File: config.mk
export PLATFORM = sky130hd
export DESIGN_NAME = board_ctrl
export DESIGN_NICKNAME = d
export VERILOG_FILES = /design/src/rtl/board_ctrl.sv
export SDC_FILE = /design/constraint.sdc
export NUM_CORES = 1
export LEC_CHECK = 0
export BUFFER_PORTS_ARGS = -buffer_cell sky130_fd_sc_hd__buf_2
export CAP_MARGIN = 20
export CORE_UTILIZATION = 47
export CTS_CLUSTER_SIZE = 8
export DETAILED_ROUTE_END_ITERATION = 6
export PLACE_DENSITY_LB_ADDON = 0.05
export SLEW_MARGIN = 20
export SYNTH_ARGS = -nofsm -noshare
export SYNTH_HDL_FRONTEND = slang
export SYNTH_SLANG_ARGS = --single-unit
export TNS_END_PERCENT = 50
File: constraint.sdc
create_clock -name clk -period 1.8 [get_ports clk]
set_input_delay 0 -clock clk [delete_from_list [all_inputs] [get_ports clk]]
set_output_delay 0 -clock clk [all_outputs]
set_load 0.01 [all_outputs]
File: src/rtl/board_ctrl.sv
// Tic-tac-toe board controller: validates moves, keeps per-player occupancy
// bitmaps and raises sticky win/draw flags after a one-cycle line check.
module board_ctrl (
    input  logic       clk,
    input  logic       reset,
    input  logic       move_valid,
    input  logic [3:0] move_pos,
    input  logic       player,
    output logic       move_ack,
    output logic       move_err,
    output logic [8:0] p1_board,
    output logic [8:0] p2_board,
    output logic       p1_win,
    output logic       p2_win,
    output logic       draw,
    output logic       busy
);

    typedef enum logic [1:0] {
        IDLE  = 2'd0,
        CHECK = 2'd1,
        DONE  = 2'd2
    } state_t;

    state_t     state_q, state_d;
    logic [8:0] p1_q, p1_d;
    logic [8:0] p2_q, p2_d;
    logic       ack_q, ack_d;
    logic       err_q, err_d;
    logic       p1w_q, p1w_d;
    logic       p2w_q, p2w_d;
    logic       draw_q, draw_d;

    logic [8:0] occupied;
    logic [8:0] sel;
    logic       legal;
    logic       w1, w2, full;

    function automatic logic has_line(input logic [8:0] b);
        return (b[0] & b[1] & b[2]) | (b[3] & b[4] & b[5]) | (b[6] & b[7] & b[8]) |
               (b[0] & b[3] & b[6]) | (b[1] & b[4] & b[7]) | (b[2] & b[5] & b[8]) |
               (b[0] & b[4] & b[8]) | (b[2] & b[4] & b[6]);
    endfunction

    // A one-hot cell select; positions 9..15 shift out to zero and are rejected.
    assign occupied = p1_q | p2_q;
    assign sel      = 9'd1 << move_pos;
    assign legal    = (move_pos <= 4'd8) && ((occupied & sel) == '0);
    assign w1       = has_line(p1_q);
    assign w2       = has_line(p2_q);
    assign full     = &occupied;

    always_ff @(posedge clk or negedge reset) begin
        if (!reset) begin
            state_q <= IDLE;
            p1_q    <= '0;
            p2_q    <= '0;
            ack_q   <= 1'b0;
            err_q   <= 1'b0;
            p1w_q   <= 1'b0;
            p2w_q   <= 1'b0;
            draw_q  <= 1'b0;
        end else begin
            state_q <= state_d;
            p1_q    <= p1_d;
            p2_q    <= p2_d;
            ack_q   <= ack_d;
            err_q   <= err_d;
            p1w_q   <= p1w_d;
            p2w_q   <= p2w_d;
            draw_q  <= draw_d;
        end
    end

    always_comb begin
        state_d = state_q;
        p1_d    = p1_q;
        p2_d    = p2_q;
        ack_d   = 1'b0;
        err_d   = 1'b0;
        p1w_d   = p1w_q;
        p2w_d   = p2w_q;
        draw_d  = draw_q;

        unique case (state_q)
            IDLE: begin
                if (move_valid) begin
                    if (legal) begin
                        if (player) p2_d = p2_q | sel;
                        else        p1_d = p1_q | sel;
                        ack_d   = 1'b1;
                        state_d = CHECK;
                    end else begin
                        err_d = 1'b1;
                    end
                end
            end
            CHECK: begin
                // Requests arriving here are dropped; a win outranks a full board.
                p1w_d  = w1;
                p2w_d  = w2;
                draw_d = full & ~w1 & ~w2;
                state_d = (w1 | w2 | full) ? DONE : IDLE;
            end
            DONE: begin
                if (move_valid) err_d = 1'b1;
            end
            default: state_d = IDLE;
        endcase
    end

    assign move_ack = ack_q;
    assign move_err = err_q;
    assign p1_board = p1_q;
    assign p2_board = p2_q;
    assign p1_win   = p1w_q;
    assign p2_win   = p2w_q;
    assign draw     = draw_q;
    assign busy     = (state_q == CHECK);

endmodule

==> run summary <==
Final setup violation count - 17
flops & latches, synth - 25
synthesis-to-layout area growth - 24.3%
internal power - 0.00121 W
CP Data Arrival Time - 2.17 ns
YS warnings - 0
Wirelength per Cell - 16.8 um
Max-Cap Viols - 0
Synth Instances - 117
Max Slew Vio Count - 0
Final Cell Area - 0.00160 mm^2
Root Buffer - clkbuf_4
CP Capture Type - register
combinational power share - 40.7%
CTS tree - built
XOR/XNOR Fraction of Synth Area - 0%
# fillers - 226
Ports - 32
final WL - 3190 um
row count - 18
Max Clock Skew - 0.00100 ns
met1 usage - 34.4%
Clock Latency Late Sink - 0.32 ns
DRT iter0 DRCs - 25
f_max - 526 MHz
initial antenna violation count - 0
met2 usage - 39.4%
GRT Util Overall - 24.8%
adder-cell share of the synthesized area - 0%
Hold/Removal Path Class - input pin to register
first-pass GRT wire length - 5050 um
fin crit share - 106%
detailed placement HPWL - 2200 um
Remaining DRCs - 0
largest family of logic cells by synthesized area - compound AO/OA/AOI/OAI gates
maximum VDD drop - 0.000717 V
post-synthesis average cell area - 11.0 um^2
most frequent cells in the layout - buf_2, dfrtp_1, buf_4, a22o_1, nor2_1
die outline height - 54.3 um
top cells by area in the synthesized netlist - dfrtp_1, a22o_1, a31o_2
Slowest cell on crit path - or4b_4
Net count, final - 169
status - finished, violations left
IO Port Bufs - 31
clock tree buffer depth - 2
Starting Density - 50.9%
GRT Max-Usage Layer - met2
Clock Sinks - 25
Flop pwr share - 46.5%
crit-path cells - nor2_2, or4b_4, a22o_1, nor4_4, buf_6, and4b_2
vias in the first global route - 1073
die width - 54.3 um
Synth Flop Type - dfrtp_1
failing checks - setup timing
Tmin final - 1.90 ns
Startpoint Class - register
mux contribution to synthesized area - 0%
Crit path largest cell delay - 0.47 ns
Netlist cell types - 35
GRT Residual Overflow - 0
Reg clk slew, reported paths - 0.13 ns
Worst slew margin - 62.8%
syn_nets - 125
GPL Wtd Cong - 0.921
GR Util met3 - 2.50%
RSZ-0062 raised after global routing - true
Syn Std Cell Area - 0.00128 mm^2
final worst slack - -0.101 ns
Core Util, Final - 63.2%
Leakage Power - 0.824 nW
P per Cell Area - 1210 mW/mm^2
htree depth - 1
commonest non-fill, non-tap cell in the layout - buf_2
sw frac - 37.5%
worst-margin pin slew - 0.557 ns
post-synthesis compound-gate area fraction - 28.3%
Crit Path Max Fanout - 6
clock power share - 12.8%
post-placement cell area - 0.00151 mm^2
Req. time, crit path - 2.06 ns
DRT Pass-1 Iters - 4
TritonCTS Buffers - 3
leading area contributor after synthesis - dfrtp_1
layout cells sized above 1 - 40.6%
async set or reset register ratio after synthesis - 100%
Synth top area share - 48.7%
kind of critical path - register to register
number of flops mapped to enable cells by yosys - 0
Final Hold Viols - 0
ANT cells - 0
pin count of the biggest net entering global routing - 26
sequential area share after synthesis - 48.7%
DIE AREA - 0.00294 mm^2
DR vias/cell - 6.21
Vias - 1180
switching power - 0.000727 W
antenna-violating nets left - 0
core area - 0.00252 mm^2
post-synthesis simple-gate area fraction - 18.9%
[power by group through the flow]
stage          logic, W  registers (W)  clock network (W)
6_report       0.000788       0.000901           0.000247
5_1_grt        0.000873       0.000925           0.000278
4_1_cts        0.000759       0.000894           0.000259
3_5_place_dp   0.000716       0.000905                  0
3_3_place_gp   0.000705       0.000898                  0
2_1_floorplan  0.000364       0.000940                  0
[final timing paths]
path                              from          end  slack (ns)  cells after the start
setup / recovery           p2_board[8]   state_q[0]       -0.10                      6
hold / removal                  player  p1_board[6]        0.13                      5
setup reg to reg           p2_board[8]   state_q[0]       -0.10                      6
hold reg to reg                   draw         draw        0.53                      2
max in group asynchronous        reset  p1_board[8]        1.21                      2
min in group asynchronous        reset     move_err        0.19                      2
[registers in the layout (all words and copies together), names as in the netlist]
register / flops
move_ack: 1
p2_board: 9
p1_board: 9
p2_win: 1
p1_win: 1
state_q: 2
move_err: 1
draw: 1
[synthesized netlist by cell type, drive strengths merged, types with 4 or more instances]
master / n
nand2b: 4
o21ai: 6
a41o: 8
a22o: 9
nor3: 4
dfrtp: 25
a31o: 7
nor4: 4
nor2: 8
nand2: 5
a22oi: 4
[metrics by stage]
stage	power (W)	std cells	hold WS (ns)	setup TNS [ns]	setup WS, ns
after CTS	0.00191	189	0.124	-0.803	-0.0854
after global placement	0.00160	181	0.00428	-0.0361	-0.0181
after floorplan	0.00130	117	-0.296	-1.07	-0.109
after global routing	0.00208	190	0.142	-2.08	-0.161
after detailed placement	0.00162	181	0.0218	-0.454	-0.0860
final	0.00194	190	0.133	-0.975	-0.101
[cells by family after synthesis]
group | count (synthesis)
AO/OA/AOI/OAI | 45
AND/OR/NAND/NOR | 38
flip-flops | 25
buffers and inverters | 9
[worst max-delay path: cells and delay by family, from the launching register on]
family,cells,cell delay (ns)
buffers and inverters,1,0.17
AND/OR/NAND/NOR,4,1.03
AO/OA/AOI/OAI,1,0.22
flip-flops,1,0.43
[final cells by class]
type / instances / area, um^2 / area share [%]
Sequential cell: 25 / 628 / 39.4
Multi-Input combinational cell: 83 / 623 / 39.1
Clock buffer: 4 / 26.3 / 1.65
Inverter: 3 / 11.3 / 0.706
Timing Repair Buffer: 45 / 269 / 16.9
Tap cell: 30 / 37.5 / 2.35
[layer usage]
| layer | vias to the layer above | wire length [um] |
|---|---|---|
| li1 | 555 | - |
| met1 | 562 | 1430 |
| met2 | 58 | 1490 |
| met3 | 5 | 219 |
| met4 | 0 | 51 |
| met5 | - | 0 |
[timing repair]
item,in CTS,in global routing
endpoints found under the hold margin,26,0
cloned,1,0
hold buffers,2,0
resized for setup,3,2
setup buffers,1,1
pin swaps,2,1
endpoints found under the setup margin,14,17
Note: power is estimated with default switching activity, not from simulation.
